[src/rtl/pc_gen_pkg.sv]
// Shared types and constants for the fetch-stage PC generator.
// Used by pc_redirect_latch and pc_gen_unit.
package pc_gen_pkg;

   typedef enum logic [1:0] {
      EMPTY     = 2'd0,
      BR_PEND   = 2'd1,
      TRAP_PEND = 2'd2
   } pend_state_e;

   localparam int unsigned MAX_XLEN = 64;

   localparam logic [31:0] DEF_RESET_VECTOR = 32'h0000_0000;
   localparam logic [31:0] DEF_TRAP_VECTOR  = 32'h0000_0100;

   // Mask of the low target bits that must be zero for a legal fetch address.
   function automatic logic [MAX_XLEN-1:0] align_mask(input int unsigned align_bits);
      return (MAX_XLEN'(1) << align_bits) - MAX_XLEN'(1);
   endfunction

endpackage

[src/rtl/pc_redirect_latch.sv]
// Holds a redirect that arrives while fetch is stalled until the stall releases.
// A trap entry can only be replaced by a newer trap; a branch entry by anything.
module pc_redirect_latch
   import pc_gen_pkg::*;
#(
   parameter int unsigned XLEN = 32
) (
   input  logic            clk,
   input  logic            rst_n,
   input  logic            stall_i,
   input  logic            trap_req_i,
   input  logic [XLEN-1:0] trap_vec_i,
   input  logic            br_req_i,
   input  logic [XLEN-1:0] br_target_i,
   output logic            pend_o,
   output logic            pend_trap_o,
   output logic            pend_br_o,
   output logic [XLEN-1:0] target_o
);

   pend_state_e     state_q, state_d;
   logic [XLEN-1:0] target_q, target_d;

   always_ff @(posedge clk or negedge rst_n) begin
      if (!rst_n) begin
         state_q  <= EMPTY;
         target_q <= '0;
      end else begin
         state_q  <= state_d;
         target_q <= target_d;
      end
   end

   // NOTE: every comb output gets a default first so no path can infer a latch.
   always_comb begin
      state_d  = state_q;
      target_d = target_q;
      if (!stall_i) begin
         state_d = EMPTY;
      end else if (trap_req_i) begin
         state_d  = TRAP_PEND;
         target_d = trap_vec_i;
      end else if (br_req_i && (state_q != TRAP_PEND)) begin
         state_d  = BR_PEND;
         target_d = br_target_i;
      end
   end

   always_comb begin
      pend_o      = (state_q != EMPTY);
      pend_trap_o = (state_q == TRAP_PEND);
      pend_br_o   = (state_q == BR_PEND);
      target_o    = target_q;
   end

endmodule

[src/rtl/pc_gen_unit.sv]
// Fetch-stage PC register and next-PC select with stall-safe redirect latching.
// Optional PC_GEN_PERF_EN adds saturating redirect and stall counters.
module pc_gen_unit
   import pc_gen_pkg::*;
#(
   parameter int unsigned     XLEN         = 32,
   parameter logic [XLEN-1:0] RESET_VECTOR = XLEN'(DEF_RESET_VECTOR),
   parameter logic [XLEN-1:0] TRAP_VECTOR  = XLEN'(DEF_TRAP_VECTOR),
   parameter int unsigned     ALIGN_BITS   = 2,
   parameter int unsigned     INC          = 4
) (
   input  logic            clk,
   input  logic            rst_n,
   input  logic            StallF,
   input  logic            PCSrcE,
   input  logic [XLEN-1:0] PCTargetE,
   input  logic            TrapReq,
   input  logic [XLEN-1:0] TrapVec,
   output logic [XLEN-1:0] PCF,
   output logic [XLEN-1:0] PCPlus4F,
`ifdef PC_GEN_PERF_EN
   output logic [31:0]     RedirCount,
   output logic [31:0]     StallCount,
`endif
   output logic            RedirPendF,
   output logic            MisalignF
);

   localparam logic [XLEN-1:0] ALIGN_MASK = XLEN'(align_mask(ALIGN_BITS));
   localparam logic [XLEN-1:0] INC_W      = XLEN'(INC);

   logic [XLEN-1:0] pc_q, pc_d;
   logic            misalign_q, misalign_d;
   logic            tgt_misaligned;
   logic [XLEN-1:0] br_target_eff;
   logic            pend, pend_trap, pend_br;
   logic [XLEN-1:0] pend_target;

   // A misaligned branch target is diverted to the trap vector before it is
   // either applied or latched, so the latch never holds an illegal address.
   always_comb begin
      tgt_misaligned = |(PCTargetE & ALIGN_MASK);
      br_target_eff  = tgt_misaligned ? TRAP_VECTOR : PCTargetE;
      misalign_d     = PCSrcE && !TrapReq && tgt_misaligned;
   end

   pc_redirect_latch #(
      .XLEN (XLEN)
   ) u_redirect_latch (
      .clk         (clk),
      .rst_n       (rst_n),
      .stall_i     (StallF),
      .trap_req_i  (TrapReq),
      .trap_vec_i  (TrapVec),
      .br_req_i    (PCSrcE),
      .br_target_i (br_target_eff),
      .pend_o      (pend),
      .pend_trap_o (pend_trap),
      .pend_br_o   (pend_br),
      .target_o    (pend_target)
   );

   // A fresh branch outranks a stale pending branch, but not a pending trap.
   always_comb begin
      pc_d = pc_q;
      if (!StallF) begin
         if (TrapReq)        pc_d = TrapVec;
         else if (pend_trap) pc_d = pend_target;
         else if (PCSrcE)    pc_d = br_target_eff;
         else if (pend_br)   pc_d = pend_target;
         else                pc_d = PCPlus4F;
      end
   end

   always_ff @(posedge clk or negedge rst_n) begin
      if (!rst_n) begin
         pc_q       <= RESET_VECTOR;
         misalign_q <= 1'b0;
      end else begin
         pc_q       <= pc_d;
         misalign_q <= misalign_d;
      end
   end

   assign PCF        = pc_q;
   assign PCPlus4F   = pc_q + INC_W;
   assign RedirPendF = pend;
   assign MisalignF  = misalign_q;

`ifdef PC_GEN_PERF_EN
   logic [31:0] redir_cnt_q, redir_cnt_d;
   logic [31:0] stall_cnt_q, stall_cnt_d;
   logic        redir_apply;

   // A pending redirect is counted once, on the cycle it is applied.
   always_comb begin
      redir_apply = !StallF && (TrapReq || pend || PCSrcE);
      redir_cnt_d = redir_cnt_q;
      stall_cnt_d = stall_cnt_q;
      if (redir_apply && (redir_cnt_q != '1)) redir_cnt_d = redir_cnt_q + 32'd1;
      if (StallF && (stall_cnt_q != '1))      stall_cnt_d = stall_cnt_q + 32'd1;
   end

   always_ff @(posedge clk or negedge rst_n) begin
      if (!rst_n) begin
         redir_cnt_q <= '0;
         stall_cnt_q <= '0;
      end else begin
         redir_cnt_q <= redir_cnt_d;
         stall_cnt_q <= stall_cnt_d;
      end
   end

   assign RedirCount = redir_cnt_q;
   assign StallCount = stall_cnt_q;
`endif

endmodule

[config.mk]
export PLATFORM = sky130hd
export DESIGN_NAME = pc_gen_unit
export DESIGN_NICKNAME = d
export VERILOG_FILES = /design/src/rtl/pc_gen_pkg.sv /design/src/rtl/pc_redirect_latch.sv /design/src/rtl/pc_gen_unit.sv
export SDC_FILE = /design/constraint.sdc
export NUM_CORES = 1
export LEC_CHECK = 0
export CAP_MARGIN = 15
export CORE_MARGIN = 2
export CORE_UTILIZATION = 49
export DETAILED_ROUTE_END_ITERATION = 10
export PLACE_DENSITY = 0.85
export RECOVER_POWER = 25
export SYNTH_ARGS = -nofsm -noshare
export SYNTH_HDL_FRONTEND = slang
export SYNTH_SLANG_ARGS = --single-unit
export TNS_END_PERCENT = 5
[constraint.sdc]
create_clock -name clk -period 2.4 [get_ports clk]
set_input_delay 0.36 -clock clk [delete_from_list [all_inputs] [get_ports clk]]
set_output_delay 0.36 -clock clk [all_outputs]
set_load 0.02 [all_outputs]
# [Word-level counts from Yosys, hierarchy flattened]
# Cells that the tools add are included.
[totals] ff_bits=67 input_bits=69 out_inout_bits=66 word_cells=27
[op_classes] add_sub_neg=1 n_eq_ne=4 muxes=10 n_reduce_logical=8
[ops] operator="$mux W32" n=7
[ops] operator="$add A32 B3 Y32 const B" n=1
[ops] operator="$mux W2" n=3
[ops] operator="$reduce_bool A2 Y1" n=2
[ops] operator="$logic_and A1 B1 Y1" n=3
[ops] operator="$ne A3 B1 Y1 const B" n=1
[ops] operator="$eq A2 B1 Y1 const B" n=1
[ops] operator="$eq A2 B2 Y1 const B" n=1
[ops] operator="$ne A2 B2 Y1 const B" n=1
[ops] operator="$reduce_and A2 Y1" n=1
[ops] operator="$reduce_or A2 Y1" n=1
[ops] operator="$logic_not A1 Y1" n=1

# [Logic depth before layout (Yosys ltp)]
# Gate-level depths: netlist (run 1).
[depth] depth_word=5 mapped_depth=10 depth_no_buf=7

# [By module]
# A second synthesis (run 1) with hierarchy kept.
[hier_totals] hier_cells=531 hier_area_um2=5027.3
[by_module_without_submodules] mod="pc_gen_unit" instances=1 cells_per_inst=414 area_per_inst_um2=3269.4
[by_module_without_submodules] mod="pc_redirect_latch" instances=1 cells_per_inst=117 area_per_inst_um2=1757.9

# [Worst setup path before layout (run 1)]
# No wires, ideal clock.
[synth_timing] kind="register -> output" start="reg pc_q[3], in the netlist PCF[3]" end="out PCPlus4F[24]" arrival_ps=1925 setup_slack_ps=115 stages_incl_launch_ff=7 n_path_buf=1 cell_sequence="dfrtp_1 > ha_1 > and4_1 > buf_2 > and4_1 > nand4_1 > xnor2_1"
[synth_via] elab_chain_cells=1
[synth_lines] element="start: declaration" line="pc_gen_unit.sv:32" text="logic [XLEN-1:0] pc_q, pc_d;"
[synth_lines] element="start signal: assignment" line="pc_gen_unit.sv:80" text="pc_q <= pc_d;"
[synth_lines] element="$add A32 B3 Y32" line="pc_gen_unit.sv:86" text="assign PCPlus4F = pc_q + INC_W;"
[synth_lines] element="end: declaration" line="pc_gen_unit.sv:20" text="output logic [XLEN-1:0] PCPlus4F,"
# No other way between the ends.

# [Worst setup path after layout (run 1)]
[layout_timing] start="reg pc_q[2], in the netlist PCF[2]" end="out PCPlus4F[21]"
# The elaborated chain is that of the path after synthesis.

==> impl_metrics.toml, run 1 <==
[setup_path]
crit_family = "simple AND/OR/NAND/NOR gates"
reg2reg_slack_ns = 0.23
critPathBufInv = 2
cp.arrival_ns = 2.15
critPathKind = "register to output pin"
critPathLaunchType = "register"
cp.required_ns = 2.04
crit_path_frequent_cell = "buf_6"
endpoint_kind = "output pin"
slowest_stage = "or4_4"
path_max_fanout = 4
startpoint = "PCF[2]$_DFFE_PN0N_"
cp_slowest_stage_delay_ns = 0.59
cp_cell_sequence = "buf_6 > nand3_4 > or4_4 > o21a_1 > or2_1 > buf_6"
timing.rr.start = "u_redirect_latch.state_q[0]$_DFFE_PN0P_"

[timing]
setup_viol = 10
setup_ws_ns = -0.109
fmax_mhz = 399
min_period_ns = 2.51
relSlewSlack = 0.169
maxSlewViolCount = 0
finalClockSkew_ns = 0.0106
tns_ns = -0.350
rsz0062_at_grt = "true"
hold_violations = 0
worst_pin_slew_ns = 1.25
post-route-period-util = 1.05

[global_routing]
grt_max_degree = 51
overflow = 0
antenna_found_initial = 1
grt_pass1_wl_mm = 28.1
grt_pass1_vias = 5602
grt_usage = 0.350

[cts]
cts.sink_count = 67
cts_buffers = 9
htreeDepth = 3
cts_root_buf = "clkbuf_8"
insertion_delay_ns = 0.35
cts.clk_slew.worst_paths_ns = 0.07
cts_tree = "built"
cts_max_path_buffers = 2

[floorplan]
die_h_um = 103
initial_core_util = 0.510
coreArea_um2 = 9330
io_pins = 135
die_w_um = 103
die_area_um2 = 10500
placementRows = 35

[logic_synthesis]
seq_area_frac_synth = 0.352
syn_area_per_cell_um2 = 7.95
synthesis.nets = 672
yosysTopAreaCell = "dfrtp_1"
ys_warn_count = 0
ys_ff_latch = 67
ys_types = 63
syn_inst = 599
synth_ff_type = "dfrtp_1"
synth_top_area_frac = 0.352
async_reset_ff_frac = 1.00
syn_area_um2 = 4760
synth_area_leaders = "dfrtp_1 (35%), a21oi_1 (6.8%), nand2_1 (6.5%), o21ai_0 (5.9%), nor2_1 (3.5%)"
synth-edff-count = 0

[power]
power_w = 0.00413
peakVddDrop_mv = 0.394
power_leakage_nw = 3.14
powerDensity_nw_per_um2 = 580

[layout]
fin_cells = 937
diodes = 0
drive_gt1_frac = 0.228
fin_nets = 877
fin_util = 0.764
synthToLayoutAreaGrowth_pct = 49.6

[hold_path]
hold_class = "register to register"
hold_start = "u_redirect_latch.target_o[7]$_DFFE_PN0P_"

[routing]
drc = 0
wl_per_cell_um = 19.8
drt-total-wl_mm = 18.6
final_antenna_net_count = 0
drtIter0Drc = 554
routed_via_density = 6.15
first_pass_iters = 6
via_count = 5759

[place]
gp_congestion = 1.01
dp_slack_ns = -0.168
portBuffers = 134
place_hpwl_mm = 13.9
placed_cells = 914

[status]
violations = "setup timing"
status = "finished with violations"

[flow_run]
drv_cap = 0
## metrics by stage
step / area (µm²) / hold WS, ns
3_3_place_gp: 6800 / 0.355
5_1_grt: 7120 / 0.521
2_1_floorplan: 4760 / 0.0644
6_report: 7120 / 0.486
4_1_cts: 7020 / 0.487
3_5_place_dp: 6800 / 0.364
## cells by family after synthesis
group / count (synthesis) / share of synthesized area
and+or+nand+nor: 227 / 0.243
AOI/OAI and AO/OA: 208 / 0.267
DFF: 67 / 0.352
buffers and inverters: 60 / 0.0615
xor gates and xnor gates: 24 / 0.0442
muxes: 9 / 0.0213
adders and majority gates: 4 / 0.0105
## layer usage
metal	wire, µm	vias to the layer above	global-route usage
met2	8920	380	0.572
met4	505	0	0.143
met3	1770	54	0.0644
met1	7390	2743	0.461
li1	-	2582	-
met5	0	-	0
## synth_stat cells (4+ instances only)
| master | number |
|---|---|
| a21boi_0 | 8 |
| a31oi_1 | 9 |
| dfrtp_1 | 67 |
| clkbuf_1 | 29 |
| o211ai_1 | 7 |
| ha_1 | 4 |
| nand4_1 | 8 |
| or2_2 | 7 |
| a21oi_1 | 65 |
| nand3_1 | 23 |
| inv_1 | 15 |
| o22ai_1 | 13 |
| o21a_1 | 5 |
| mux2_2 | 9 |
| and4_1 | 5 |
| buf_2 | 8 |
| a211oi_1 | 4 |
| nor2_1 | 44 |
| clkbuf_8 | 5 |
| and3_1 | 15 |
| nand2b_1 | 6 |
| o31ai_1 | 5 |
| nand2_1 | 82 |
| a221oi_1 | 5 |
| xnor2_1 | 17 |
| o21ai_0 | 56 |
| xor2_1 | 7 |
| nor3_1 | 17 |
| a22oi_1 | 5 |
## power breakdown
group | switching (W) | internal, W | leakage [nW]
logic | 0.000928 | 0.000821 | 2.21
clock network | 0.000456 | 0.000503 | 0.0954
registers | 0.000138 | 0.00128 | 0.826
## worst register-to-register path, cell delays in order, from the launching register on
cell and delay (ns):
dfrtp_1 0.40, inv_1 0.10, ha_1 0.45, or2_2 0.33, o22ai_1 0.11, a2111oi_0 0.42
a21oi_1 0.10, o21ai_0 0.18
## worst paths after layout
path | end | cells past startpoint
setup / recovery | PCPlus4F[21] | 6
hold / removal | u_redirect_latch.target_o[7]$_DFFE_PN0P_ | 2
setup reg to reg | PCF[4]$_DFFE_PN0N_ | 7
hold reg to reg | u_redirect_latch.target_o[7]$_DFFE_PN0P_ | 2
max in group asynchronous | PCF[29]$_DFFE_PN0N_ | 3
min in group asynchronous | u_redirect_latch.target_o[5]$_DFFE_PN0P_ | 2
## state kept, by name, indices dropped and copies added (netlist names)
register / count
PCF: 32
u_redirect_latch.target_o: 32
MisalignF: 1
u_redirect_latch.state_q: 2
## what timing repair did
action,CTS,global route
gates cloned,0,0
setup buffers,2,5
resized for setup,58,68
endpoints found under the setup margin,25,26
hold endpoints to repair,20,0
pin swaps,2,9
hold buffers,1,0
## layout by cell type, fill, tap and decap left out, types with 5 or more instances in the layout
cell / netlist / layout
buf_4: 2 / 107
o21a_1: 5 / 5
xnor2_2: 0 / 5
clkbuf_2: 0 / 5
a221oi_1: 5 / 5
and3_1: 15 / 15
nand4_1: 8 / 8
clkdlybuf4s50_1: 0 / 104
nor2_1: 44 / 42
nor3_1: 17 / 16
o211ai_1: 7 / 7
nand3_1: 23 / 20
dfrtp_1: 67 / 67
buf_2: 8 / 5
o21ai_0: 56 / 56
o31ai_1: 5 / 5
o22ai_1: 13 / 13
or2_2: 7 / 6
mux2_2: 9 / 9
clkbuf_8: 5 / 10
a22oi_1: 5 / 5
a21boi_0: 8 / 7
xnor2_1: 17 / 12
a31oi_1: 9 / 9
inv_1: 15 / 15
a21oi_1: 65 / 65
nand2b_1: 6 / 6
xor2_1: 7 / 7
nand2_1: 82 / 82
## final cells by class
cell class	instances	area, µm²
multi-input cells	472	2920
fillers	676	2200
repair buffers	239	2110
flip-flops and latches	67	1680
well taps	129	161
clock buffers	11	141
inverters	15	56.3
clock inverters	4	51.3
Power figures use the tool's default switching activity.
==> inputs of run 2 (changes only) <==
--- a/config.mk
+++ b/config.mk
@@ -6,7 +6,6 @@
 export NUM_CORES = 1
 export LEC_CHECK = 0
 export CAP_MARGIN = 15
-export CORE_MARGIN = 2
 export CORE_UTILIZATION = 49
 export DETAILED_ROUTE_END_ITERATION = 10
 export PLACE_DENSITY = 0.85
==> impl_metrics.toml, run 2 (synthesized netlist as in run 1, its figures left out) <==
[layout]
multi_input_area_um2 = 2890
diodes = 0
fin_nets = 872
fin_cells = 933
seq_area_um2 = 1680
synthToLayoutAreaGrowth_pct = 47.5
drive_gt1_frac = 0.225
final_cell_mix = "clkdlybuf4s50_1 (104), buf_4 (104), nand2_1 (82), dfrtp_1 (67), a21oi_1 (65)"
fill_cells = 709
design_area_um2 = 7020

[timing]
hold_violations = 0
whs_ns = 0.446
min_period_ns = 2.48
rsz0062_at_grt = "true"
relSlewSlack = 0.255
setup_viol = 7
finalClockSkew_ns = 0.0143
worst_pin_slew_ns = 1.12
maxSlewViolCount = 0
post-route-period-util = 1.03
setup_ws_ns = -0.0812
fmax_mhz = 403

[routing]
routed_via_density = 6.08
via_count = 5674
drtIter0Drc = 541
drt-total-wl_mm = 18.3
wl_per_cell_um = 19.7
final_antenna_net_count = 0
first_pass_iters = 5
drc = 0

[floorplan]
coreArea_um2 = 9330
die_w_um = 101
placementRows = 35
die_area_um2 = 10100
initial_core_util = 0.510
die_h_um = 101
io_pins = 135

[setup_path]
critPathKind = "register to output pin"
r2r_cells = 7
critPathLaunchType = "register"
endpoint_kind = "output pin"
cp.required_ns = 2.04
critPathCapture = "PCPlus4F[21]"
startpoint = "PCF[5]$_DFFE_PN0N_"
timing.rr.start = "u_redirect_latch.state_q[0]$_DFFE_PN0P_"
r2r_end = "PCF[31]$_DFFE_PN0N_"
reg2reg_slack_ns = 0.22
path_max_fanout = 4
cp.arrival_ns = 2.12

[cts]
cts_buffers = 9
cts_tree = "built"
cts_max_path_buffers = 2
cts.clk_slew.worst_paths_ns = 0.09
htreeDepth = 3
cts_root_buf = "clkbuf_8"
cts.sink_count = 67
insertion_delay_ns = 0.37

[place]
gp_congestion = 0.949
dp_slack_ns = -0.139
portBuffers = 134
placed_cells = 912
place_hpwl_mm = 13.8
dpl_cell_area_um2 = 6770

[power]
peakVddDrop_mv = 0.472
power_leakage_nw = 3.10
power_w = 0.00416
powerDensity_nw_per_um2 = 592

[global_routing]
gr-usage-met1 = 0.509
grt_pass1_vias = 5491
overflow = 0
grt_pass1_wl_mm = 28.6
grt_busiest_layer = "met2"
met2_usage = 0.571
grt_util_met3 = 0.0659
grt_usage = 0.373
grt_max_degree = 48
antenna_found_initial = 0

[status]
status = "finished with violations"
violations = "setup timing"

[hold_path]
hold_class = "input pin to register"

[flow_run]
drv_cap = 0
-- run 2: worst min-delay path by stage --
stage / from / end / slack (ns) / cells after the start
floorplan: rst_n / MisalignF$_DFF_PN0_ / 0.06 / 0
global placement: rst_n / u_redirect_latch.target_o[5]$_DFFE_PN0P_ / 0.35 / 1
detailed placement: rst_n / u_redirect_latch.target_o[5]$_DFFE_PN0P_ / 0.35 / 1
CTS: TrapReq / u_redirect_latch.state_q[0]$_DFFE_PN0P_ / 0.41 / 2
global route: TrapReq / u_redirect_latch.state_q[0]$_DFFE_PN0P_ / 0.43 / 2
finish: TrapReq / u_redirect_latch.state_q[0]$_DFFE_PN0P_ / 0.45 / 2
-- run 2: layout make-up --
type,instances,area share
Multi-Input combinational cell,472,0.411
Sequential cell,67,0.239
Timing Repair Buffer,234,0.289
Inverter,15,0.00802
Clock inverter,5,0.00855
Tap cell,129,0.0230
Clock buffer,11,0.0216
-- run 2: per-stage QoR --
stage / TNS [ns] / util
after floorplan: 0 / -
after global placement: -0.369 / 0.726
after detailed placement: -0.717 / 0.726
after CTS: -1.17 / 0.752
after global routing: -4.59 / 0.753
final: -0.157 / 0.753
-- run 2: worst max-delay path, cell delays in order, from the launching register on --
cell and delay [ns]:
dfrtp_1 0.43, nand3_4 0.12, or4_4 0.58, o21a_1 0.22
or2_1 0.24, buf_2 0.16
-- run 2: power breakdown --
part / internal, W / leakage, nW / switching (W)
logic: 0.000797 / 2.16 / 0.000914
registers: 0.00128 / 0.826 / 0.000138
clock network: 0.000540 / 0.106 / 0.000484
total: 0.00262 / 3.10 / 0.00154
-- run 2: repair_timing --
action                                 in CTS  in global routing
setup endpoints to repair                  25                 26
gates resized for setup                    72                 58
buffers inserted                            1                  3
endpoints found under the hold margin      20                  0
pin swaps                                   2                  9
cloned                                      0                  0
hold buffers                                1                  0
-- run 2: routing by layer --
layer	vias up	wire [µm]
met5	-	0
li1	2571	-
met2	355	8420
met1	2701	7650
met3	47	1730
met4	0	542
